===== src/rtl/dram_tester_pkg.sv =====
// -----------------------------------------------------------------------------
// dram_tester_pkg
// Shared definitions for the DRAM pattern tester:
//   - state_e          : sequencer states (IDLE / WRITE / READ / DONE)
//   - MODE_*           : pattern select encodings
//   - LFSR_POLY/SEED   : 32-bit Galois LFSR, x^32+x^22+x^2+x+1, seed 1
//   - lfsr_step()      : one left-shift Galois LFSR step
// -----------------------------------------------------------------------------
package dram_tester_pkg;

  typedef enum logic [1:0] {
    ST_IDLE  = 2'd0,
    ST_WRITE = 2'd1,
    ST_READ  = 2'd2,
    ST_DONE  = 2'd3
  } state_e;

  localparam logic [1:0] MODE_ADDR  = 2'd0;
  localparam logic [1:0] MODE_CHECK = 2'd1;
  localparam logic [1:0] MODE_LFSR  = 2'd2;
  localparam logic [1:0] MODE_NADDR = 2'd3;

  // Feedback taps below x^32: x^22, x^2, x^1, x^0.
  localparam logic [31:0] LFSR_POLY = 32'h0040_0007;
  localparam logic [31:0] LFSR_SEED = 32'h0000_0001;

  // Shift left; when the bit falling off the top is set, fold in the taps.
  function automatic logic [31:0] lfsr_step(input logic [31:0] s);
    return {s[30:0], 1'b0} ^ (s[31] ? LFSR_POLY : 32'h0);
  endfunction

endpackage


===== src/rtl/dram_pattern_gen.sv =====
// -----------------------------------------------------------------------------
// dram_pattern_gen
// Maps (mode, word index, LFSR state) to the data word for that index. Shared by
// the write and read phases so that reads reproduce the written sequence.
// Optional feature macro: DRAM_TESTER_LFSR_EN (builds the LFSR; otherwise the
// LFSR mode falls back to address-as-data and no LFSR state exists).
// Ports:
//   clk, rstn   : clock, asynchronous active-low reset
//   seed_i      : load the LFSR seed (state for word 0)
//   advance_i   : step the LFSR to the next word
//   mode_i      : pattern select
//   index_i     : word index
//   data_o      : data word; reflects this cycle's seed/advance strobe
// -----------------------------------------------------------------------------
module dram_pattern_gen
  import dram_tester_pkg::*;
#(
  parameter int DATA_W = 32,
  parameter int IDX_W  = 4
) (
  input  logic              clk,
  input  logic              rstn,
  input  logic              seed_i,
  input  logic              advance_i,
  input  logic [1:0]        mode_i,
  input  logic [IDX_W-1:0]  index_i,
  output logic [DATA_W-1:0] data_o
);

  logic [DATA_W-1:0] idx_data;
  logic [DATA_W-1:0] lfsr_data;

  assign idx_data = DATA_W'(index_i);

`ifdef DRAM_TESTER_LFSR_EN
  localparam int REP = (DATA_W + 31) / 32;

  logic [31:0]       lfsr_q;
  logic [31:0]       lfsr_d;
  logic [REP*32-1:0] lfsr_rep;

  // The data output uses the post-strobe value so the word issued in the
  // seeding/advancing cycle already carries the right pattern.
  always_comb begin
    lfsr_d = lfsr_q;
    if (seed_i) begin
      lfsr_d = LFSR_SEED;
    end else if (advance_i) begin
      lfsr_d = lfsr_step(lfsr_q);
    end
  end

  always_ff @(posedge clk or negedge rstn) begin
    if (!rstn) begin
      lfsr_q <= LFSR_SEED;
    end else begin
      lfsr_q <= lfsr_d;
    end
  end

  assign lfsr_rep  = {REP{lfsr_d}};
  assign lfsr_data = lfsr_rep[DATA_W-1:0];
`else
  logic unused_lfsr_inputs;
  assign unused_lfsr_inputs = ^{clk, rstn, seed_i, advance_i};
  assign lfsr_data          = idx_data;
`endif

  always_comb begin
    data_o = idx_data;
    case (mode_i)
      MODE_ADDR:  data_o = idx_data;
      MODE_CHECK: data_o = {(DATA_W/8){index_i[0] ? 8'hF0 : 8'h0F}};
      MODE_LFSR:  data_o = lfsr_data;
      MODE_NADDR: data_o = ~idx_data;
      default:    data_o = idx_data;
    endcase
  end

endmodule


===== src/rtl/dram_pattern_tester.sv =====
// -----------------------------------------------------------------------------
// dram_pattern_tester
// Writes WORDS pattern words from BASE_ADDR, reads them back, checks each word
// and reports a verdict. Optional feature macro: DRAM_TESTER_LFSR_EN (see
// dram_pattern_gen).
// Ports:
//   clk, rstn        : clock, asynchronous active-low reset
//   start, mode      : start pulse (ignored while busy), pattern select
//   busy, done, pass : run in progress, verdict valid, verdict good
//   err_count        : saturating mismatch count
//   first_err_addr   : address of the first mismatch (0 if none)
//   addr_dram, din_dram, rw_dram, valid_dram : request to the controller
//   dout_dram, ready_dram                    : completion from the controller
// -----------------------------------------------------------------------------
module dram_pattern_tester
  import dram_tester_pkg::*;
#(
  parameter int ADDR_W    = 27,
  parameter int DATA_W    = 32,
  parameter int WORDS     = 16,
  parameter int BASE_ADDR = 0,
  parameter int ADDR_STEP = 4,
  parameter int ERR_W     = 16
) (
  input  logic              clk,
  input  logic              rstn,
  input  logic              start,
  input  logic [1:0]        mode,
  output logic              busy,
  output logic              done,
  output logic              pass,
  output logic [ERR_W-1:0]  err_count,
  output logic [ADDR_W-1:0] first_err_addr,
  output logic [ADDR_W-1:0] addr_dram,
  output logic [DATA_W-1:0] din_dram,
  output logic              rw_dram,
  output logic              valid_dram,
  input  logic [DATA_W-1:0] dout_dram,
  input  logic              ready_dram
);

  localparam int                IDX_W    = (WORDS > 1) ? $clog2(WORDS) : 1;
  localparam logic [IDX_W-1:0]  LAST_IDX = IDX_W'(WORDS - 1);
  localparam logic [ADDR_W-1:0] BASE_A   = ADDR_W'(BASE_ADDR);
  localparam logic [ADDR_W-1:0] STEP_A   = ADDR_W'(ADDR_STEP);
  localparam logic [ERR_W-1:0]  ERR_MAX  = {ERR_W{1'b1}};

  state_e              state_q;
  logic [1:0]          mode_q;
  logic [IDX_W-1:0]    idx_q;
  logic [ADDR_W-1:0]   addr_q;
  logic [DATA_W-1:0]   din_q;
  logic                rw_q;
  logic                valid_q;
  logic                busy_q;
  logic                done_q;
  logic                pass_q;
  logic [ERR_W-1:0]    err_q;
  logic [ERR_W-1:0]    err_d;
  logic [ADDR_W-1:0]   fea_q;
  logic [ADDR_W-1:0]   fea_d;

  logic                accept;
  logic                issue;
  logic                is_last;
  logic                mismatch;
  logic                gen_seed;
  logic                gen_advance;
  logic [1:0]          gen_mode;
  logic [IDX_W-1:0]    gen_index;
  logic [DATA_W-1:0]   gen_data;

  // Requests are issued at the start edge (word 0) and in the one idle cycle
  // after each completion. The only idle-cycle issue with index 0 is the first
  // read, which reseeds the generator; every other issue advances it. During a
  // pending read the generator is left alone, so its output is the expected word.
  always_comb begin
    accept      = start && (state_q == ST_IDLE || state_q == ST_DONE);
    issue       = (state_q == ST_WRITE || state_q == ST_READ) && !valid_q;
    is_last     = (idx_q == LAST_IDX);
    gen_seed    = accept || (issue && idx_q == '0);
    gen_advance = issue && (idx_q != '0);
    gen_mode    = accept ? mode : mode_q;
    gen_index   = accept ? '0 : idx_q;
    mismatch    = (state_q == ST_READ) && valid_q && ready_dram && (dout_dram != gen_data);

    err_d = err_q;
    fea_d = fea_q;
    if (mismatch) begin
      if (err_q != ERR_MAX) begin
        err_d = err_q + ERR_W'(1);
      end
      // The counter never returns to zero within a run, so zero means "no
      // mismatch yet" even after saturation.
      if (err_q == '0) begin
        fea_d = addr_q;
      end
    end
  end

  dram_pattern_gen #(
    .DATA_W (DATA_W),
    .IDX_W  (IDX_W)
  ) u_gen (
    .clk       (clk),
    .rstn      (rstn),
    .seed_i    (gen_seed),
    .advance_i (gen_advance),
    .mode_i    (gen_mode),
    .index_i   (gen_index),
    .data_o    (gen_data)
  );

  always_ff @(posedge clk or negedge rstn) begin
    if (!rstn) begin
      state_q <= ST_IDLE;
      mode_q  <= MODE_ADDR;
      idx_q   <= '0;
      addr_q  <= '0;
      din_q   <= '0;
      rw_q    <= 1'b0;
      valid_q <= 1'b0;
      busy_q  <= 1'b0;
      done_q  <= 1'b0;
      pass_q  <= 1'b0;
      err_q   <= '0;
      fea_q   <= '0;
    end else if (accept) begin
      state_q <= ST_WRITE;
      mode_q  <= mode;
      idx_q   <= '0;
      addr_q  <= BASE_A;
      din_q   <= gen_data;
      rw_q    <= 1'b1;
      valid_q <= 1'b1;
      busy_q  <= 1'b1;
      done_q  <= 1'b0;
      pass_q  <= 1'b0;
      err_q   <= '0;
      fea_q   <= '0;
    end else begin
      case (state_q)
        ST_WRITE, ST_READ: begin
          if (valid_q) begin
            if (ready_dram) begin
              valid_q <= 1'b0;
              err_q   <= err_d;
              fea_q   <= fea_d;
              if (is_last) begin
                if (state_q == ST_WRITE) begin
                  state_q <= ST_READ;
                  idx_q   <= '0;
                  addr_q  <= BASE_A;
                  rw_q    <= 1'b0;
                end else begin
                  state_q <= ST_DONE;
                  busy_q  <= 1'b0;
                  done_q  <= 1'b1;
                  pass_q  <= (err_d == '0);
                end
              end else begin
                idx_q  <= idx_q + IDX_W'(1);
                addr_q <= addr_q + STEP_A;
              end
            end
          end else begin
            // Idle cycle after a completion: raise the next request.
            valid_q <= 1'b1;
            din_q   <= gen_data;
          end
        end
        default: ;
      endcase
    end
  end

  assign busy           = busy_q;
  assign done           = done_q;
  assign pass           = pass_q;
  assign err_count      = err_q;
  assign first_err_addr = fea_q;
  assign addr_dram      = addr_q;
  assign din_dram       = din_q;
  assign rw_dram        = rw_q;
  assign valid_dram     = valid_q;

endmodule


===== config.mk =====
export PLATFORM = sky130hd
export DESIGN_NAME = dram_pattern_tester
export DESIGN_NICKNAME = d
export VERILOG_FILES = /design/src/rtl/dram_tester_pkg.sv /design/src/rtl/dram_pattern_gen.sv /design/src/rtl/dram_pattern_tester.sv
export SDC_FILE = /design/constraint.sdc
export NUM_CORES = 1
export LEC_CHECK = 0
export CAP_MARGIN = 25
export CORE_ASPECT_RATIO = 2
export CORE_MARGIN = 2
export CORE_UTILIZATION = 41
export CTS_CLUSTER_DIAMETER = 50
export DETAILED_ROUTE_END_ITERATION = 16
export DONT_BUFFER_PORTS = 1
export GPL_TIMING_DRIVEN = 0
export SLEW_MARGIN = 0
export SYNTH_ARGS = -nofsm -noshare
export SYNTH_HDL_FRONTEND = slang
export SYNTH_SLANG_ARGS = --single-unit

===== constraint.sdc =====
create_clock -name clk -period 6.5 [get_ports clk]
set_clock_uncertainty 0.2 [all_clocks]
set_input_delay 1.3 -clock clk [delete_from_list [all_inputs] [get_ports clk]]
set_output_delay 1.3 -clock clk [all_outputs]
set_load 0.01 [all_outputs]

==> results.md, run 1 <==
- Reg power frac: 36.9%
- Synthesized area: 5089 um^2
- Core area: 12120 um^2
- Status: complete, no violations
- Internal Power: 1.134 mW
- Post-route cell area: 5608 um^2
- Commonest non-fill, non-tap cell in the layout: nand2_1
- Tmin final: 3589 ps
- Critical path class: in2reg
- Ratio of cells with drive above 1 in the final layout: 14.14%
- Multi-input logic area: 2567 um^2
- Pwr Density: 316.3 nW/um^2
- Main synth FF type: dfrtp_1
- Post-synth ARST share: 100.0%
- # rows: 57
- Reg area: 2127 um^2
- Die W: 82.78 um
- Startpoint Class: input pin
- Syn Area/Cell: 8.743 um^2
- Layout area overhead: 10.20%
- Fillcell total: 1207
- CTS H-tree lvls: 3
- Crit path cell chain: nand4_1 > or4_1 > mux2i_1 > o2111ai_4 > o21ai_1 > mux2_2 > a211o_1 > o31ai_1
- Antenna Cells: 0
- Final period util: 55.21%
- Slowest stage delay, CP: 510 ps
- Hold_buf cts: 0
- Cell area after placement: 5284 um^2
- Worst path top cell family by delay: compound AO/OA/AOI/OAI gates
- Util after Layout: 46.25%
- Slew headroom: 45.32%
- Slowest cell on crit path: or4_1
- Final-report hold violation count: 0
- Clk sink count: 85
- WP data arrival: 3630 ps
- Largest net degree at the start of global routing: 86
- CP Capture Type: flop
- RSZ-0062 raised after global routing: no
- Initial core utilization: 41.97%
- Die H: 161.6 um
- Clock power frac: 31.5%
- CTS tree: done
- Distinct cells, synth: 63
- P_sw: 0.6403 mW
- Vias: 4326
- Drt wl/cell: 18.86 um
- Post-synth EDFFs: 0
- Register area share after synthesis: 41.80%
- Slew @ Worst Pin: 812.6 ps
- Met3 Track Usage GR: 5.922%
- Via/cell ratio: 5.783
- Clk buf depth: 2
- Vias in the first global route: 4316
- Sw Ratio: 36.10%
- Max cap viols: 0
- First-pass GRT wire length: 22.01 mm
- Initial antenna violation count: 0
- Power Total: 1.774 mW
- Root Driver: clkbuf_16
- Logic pwr share: 31.6%
- Fmax: 278.7 MHz
- Worst-Skew Late Latency: 330 ps
- CTS Buf Count: 9
- Residual DRC: 0
- I/O Buffers: 0
- Max VDD drop: 0.1553 mV
- Post-DP HPWL: 10.68 mm
- Global Route met2 Usage: 39.59%
- Setup-failing EPs final: 0
- Global routing's busiest layer: met2
- Static Leak: 2.460 nW
- GP Congestion: 0.8721
- Post-route ant nets: 0
- Setup_tns: 0 ps
- Post-CTS setup buffers: 0
- Final WL: 14.11 mm
- Remaining global-route overflow: 0
- Die Area: 13370 um^2
- Worst path bufs/invs: 0
- Yosys warns: 0
- Flops & latches, synth: 85
- Drt initial violations: 164
- Max Slew Vio Count: 0
- Crit path max fanout: 5
- Min-Delay Path Class: reg2reg
- CTS resizes: 0
- CP required: 6540 ps
- Tot GR Track Use: 21.78%
- Total Nets Final: 641
- Most frequent cells in the layout: 98 x nand2_1, 85 x dfrtp_1, 43 x nor2_1
- Pre-Repair DR Iteration Count: 4
- Synth Instances: 582
- Clock slew at reported path FFs: 60 ps
- GR Util met1: 21.87%
- Ports: 145
-- cell usage after synthesis, types with 2 or more instances --
library cell,instances,share of area [%]
and2_1,3,0.37
nand3_1,32,3.1
buf_1,4,0.29
nor4_1,11,1.4
o22ai_1,5,0.61
nand4_1,22,2.7
clkbuf_1,21,1.5
nand3b_1,3,0.44
a32o_1,2,0.39
a211o_1,2,0.34
a211oi_1,3,0.44
and3b_1,2,0.34
a22o_1,3,0.52
nand3_2,20,3.9
a31oi_1,10,1.2
xnor2_1,4,0.69
inv_1,9,0.66
and3_1,10,1.2
or3_1,5,0.61
o31ai_1,8,1.2
xor2_1,16,2.8
nor2b_1,2,0.25
buf_4,30,4.4
nor3b_1,2,0.29
dfrtp_1,85,42
ha_1,7,1.7
a41oi_1,2,0.34
nor3_1,13,1.3
o2111ai_4,2,1.0
nor2_1,43,3.2
o21ai_0,35,3.4
and4_1,3,0.52
o21a_1,5,0.74
mux2_2,2,0.44
a21o_1,4,0.59
buf_2,6,0.59
or4_1,2,0.29
a21oi_1,18,1.8
nand2_1,98,7.2
buf_6,2,0.44
mux2i_1,4,0.79
-- worst register-to-register path, delay by kind of cell (launching register included) --
family / cells / cell delay [ps]
AO/OA/AOI/OAI: 5 / 1480
multiplexers: 2 / 710
flip-flops: 1 / 380
adder cells (fa/ha/maj): 1 / 270
buffers and inverters: 2 / 240
AND/OR/NAND/NOR: 1 / 190
-- layer usage --
| metal | wire, um | share of wire [%] |
|---|---|---|
| met1 | 4939 | 35 |
| met5 | 0 | 0 |
| met2 | 7771 | 55 |
| met3 | 848 | 6.0 |
| met4 | 546 | 3.9 |
-- through the flow --
| step | setup slack, ps | std cells | hold slack (ps) |
|---|---|---|---|
| 4_1_cts | 2884 | 748 | 299.1 |
| 3_3_place_gp | 2518 | 732 | 276.4 |
| 5_1_grt | 2700 | 748 | 336.8 |
| 3_5_place_dp | 2545 | 732 | 282.3 |
| 6_report | 2911 | 748 | 295.7 |
| 2_1_floorplan | 2834 | 585 | 260.5 |
-- final timing paths --
kind	cells past startpoint	start	endpoint	slack, ps
worst min register to register	2	mode_q[1]	mode_q[1]	300
worst max register to register	11	state_q[0]	pass	2940
worst max-delay path	8	dout_dram[31]	pass	2910
min in group asynchronous	0	rstn	din_dram[27]	450
max in group asynchronous	0	rstn	err_count[13]	5470
worst min-delay path	2	mode_q[1]	mode_q[1]	300
-- flip-flops by register name, indices dropped and copies added (netlist names) --
register,flops
state_q,2
err_count,16
busy,1
done,1
valid_dram,1
addr_dram,25
first_err_addr,25
mode_q,2
rw_dram,1
din_dram,6
pass,1
idx_q,4
-- power by group through the flow --
stage	clock [mW]	sequential (mW)	combinational, mW
final	0.559	0.654	0.561
after global routing	0.594	0.666	0.621
after CTS	0.573	0.657	0.567
after detailed placement	0	0.667	0.565
after global placement	0	0.665	0.554
after floorplan	0	0.645	0.455
-- cell families (layout without fill, tap and decap cells) --
| family | after synthesis | count (layout) | share of synthesized area (%) |
|---|---|---|---|
| other cells | 1 | 4 | 0.07369 |
| fa+ha+maj | 7 | 7 | 1.721 |
| buf+inv | 72 | 88 | 7.967 |
| compound gates | 112 | 112 | 15.07 |
| flops | 85 | 85 | 41.80 |
| simple gates | 279 | 279 | 28.69 |
| xor+xnor | 20 | 20 | 3.442 |
| mux | 6 | 6 | 1.229 |
-- layout make-up --
cell class	instances	area share, %
Inverter	9	0.6024
Buffer	63	6.626
Clock inverter	6	1.696
Multi-Input combinational cell	428	45.78
Tap cell	147	3.280
Sequential cell	85	37.93
Clock buffer	10	4.083
No activity file was read; power rests on OpenSTA's default activity.
==> run 2: changes to the inputs <==
==> constraint.sdc (replaced) <==
create_clock -name clk -period 2.94 [get_ports clk]
set_clock_uncertainty 0.2 [all_clocks]
set_input_delay 0.588 -clock clk [delete_from_list [all_inputs] [get_ports clk]]
set_output_delay 0.588 -clock clk [all_outputs]
set_load 0.01 [all_outputs]
==> results.md, run 2 (synthesized netlist as in run 1, its figures left out) <==
- Max VDD drop: 0.4058 mV
- Drt initial violations: 299
- Static Leak: 2.691 nW
- Die Area: 13370 um^2
- Pre-Repair DR Iteration Count: 4
- Largest net degree at the start of global routing: 86
- Max Slew Vio Count: 0
- Setup WS post-layout: -182.9 ps
- Clock slew at reported path FFs: 70 ps
- R2R setup slack: -180 ps
- Worst path top cell family by delay: simple AND/OR/NAND/NOR gates
- GP Congestion: 0.8926
- Status: finished with violations
- Fmax: 320.2 MHz
- Root Driver: clkbuf_16
- Vias: 4589
- Crit path cell chain: ha_4 > and2_4 > a211o_1 > and4_4 > o2111ai_4 > o211ai_4 > or4_4 > clkbuf_16 > nand3_2 > nand2_1
- Slew headroom: 44.15%
- I/O Buffers: 0
- Most frequent cells in the layout: 97 x nand2_1, 85 x dfrtp_1, 48 x buf_4
- Number of cells on the critical path: 10
- Clk buf depth: 2
- CTS Buf Count: 9
- CP Capture Type: flop
- Critical path class: reg2reg
- Tot GR Track Use: 23.12%
- WHS Path Cells: 2
- WP data arrival: 3160 ps
- Worst r2r src: state_q[1]
- Core area: 12120 um^2
- Initial antenna violation count: 0
- Setup-failing EPs final: 27
- RSZ-0062 raised after global routing: yes
- Pwr Density: 683.3 nW/um^2
- First-pass GRT wire length: 23.58 mm
- Crit path max fanout: 7
- Initial core utilization: 41.97%
- Ports: 145
- Post-route ant nets: 0
- Post-DP HPWL: 10.66 mm
- Util after Layout: 50.71%
- Tmin final: 3123 ps
- Drt wl/cell: 19.33 um
- Total Nets Final: 667
- Final-report hold violation count: 0
- Critical Path Start: state_q[1]
- RR Endpoint: first_err_addr[12]
- Via/cell ratio: 5.929
- Min-Delay Path Class: in2reg
- Layout area overhead: 20.83%
- CTS H-tree lvls: 3
- Remaining global-route overflow: 0
- Final WL: 14.96 mm
- CP required: 2980 ps
- Max cap viols: 0
- CTS tree: done
- Ratio of cells with drive above 1 in the final layout: 23.29%
- Final period util: 106.2%
- R2R depth: 10
- Residual DRC: 0
- Die W: 82.78 um
- Slowest cell on crit path: or4_4
- Post-Place Cells: 732
- Fin cells: 774
- Die H: 161.6 um
- Worst path bufs/invs: 1
- Vias in the first global route: 4565
- Slowest stage delay, CP: 630 ps
- Commonest non-fill, non-tap cell in the layout: nand2_1
- # rows: 57
- Slew @ Worst Pin: 837.7 ps
- Worst-Skew Late Latency: 340 ps
- Worst Hold Launch: mode[1]
- Hold EP: mode_q[1]
- Failing checks: negative setup slack
- Antenna Cells: 0
- Startpoint Class: flop
- Clk sink count: 85
-- run 2: changes by cell type in the layout (fill, tap and decap cells not counted), sizes merged --
cell         delta
buf            +25
inv             +1
clkinvlp        +2
clkinv          -3
dlygate4sd3     +1
-- run 2: per-stage QoR --
step / instance area, um^2 / hold slack (ps) / TNS, ps / setup WS [ps] / power (mW)
global route: 6148 / 155.9 / -5585 / -216.1 / 4.463
global placement: 5325 / 95.25 / -11650 / -501.6 / 2.718
CTS: 5998 / 146.1 / -3489 / -141.3 / 4.181
finish: 6148 / 158.9 / -3909 / -182.9 / 4.201
floorplan: 5141 / 92.41 / -3.822 / -3.822 / 2.455
detailed placement: 5325 / 95.32 / -14220 / -533.1 / 2.746
-- run 2: what timing repair did --
action / CTS / global route
hold buffers: 2 / 0
pin swaps: 20 / 25
cloned: 1 / 1
resized for setup: 38 / 23
setup endpoints to repair: 51 / 56
endpoints found under the hold margin: 85 / 0
setup buffers: 19 / 7
-- run 2: final cells by class --
cell class,instances,area (um^2)
buffer,59,374.1
clock buffer,10,229.0
clock inverter,6,92.59
fill,1157,5976
inverter,9,33.78
multi-input combinational,428,2791
sequential,85,2127
tap,147,183.9
timing repair buffer,30,316.6
-- run 2: worst max-delay path by stage --
stage | to
final | first_err_addr[12]
after global routing | first_err_addr[5]
after CTS | first_err_addr[11]
after detailed placement | addr_dram[26]
after global placement | addr_dram[26]
after floorplan | pass
-- run 2: routing by layer --
metal | part of all wire, % | up-vias | GRT usage, %
met5 | 0 | - | 0
met4 | 3.5 | 0 | 9.091
met3 | 6.3 | 39 | 6.816
met2 | 56 | 173 | 41.64
met1 | 35 | 2248 | 24.22
li1 | - | 2129 | -
-- run 2: worst reg2reg max path, delay by kind of cell, from the launching register on --
| family | cells | cell delay, ps |
|---|---|---|
| and+or+nand+nor | 5 | 1160 |
| AOI/OAI and AO/OA | 3 | 740 |
| DFF | 1 | 420 |
| adders and majority gates | 1 | 290 |
| buffers and inverters | 1 | 220 |
-- run 2: power by group --
group	internal, mW	switching (mW)
combinational	0.634	0.874
clock	0.751	0.494
sequential	1.26	0.183
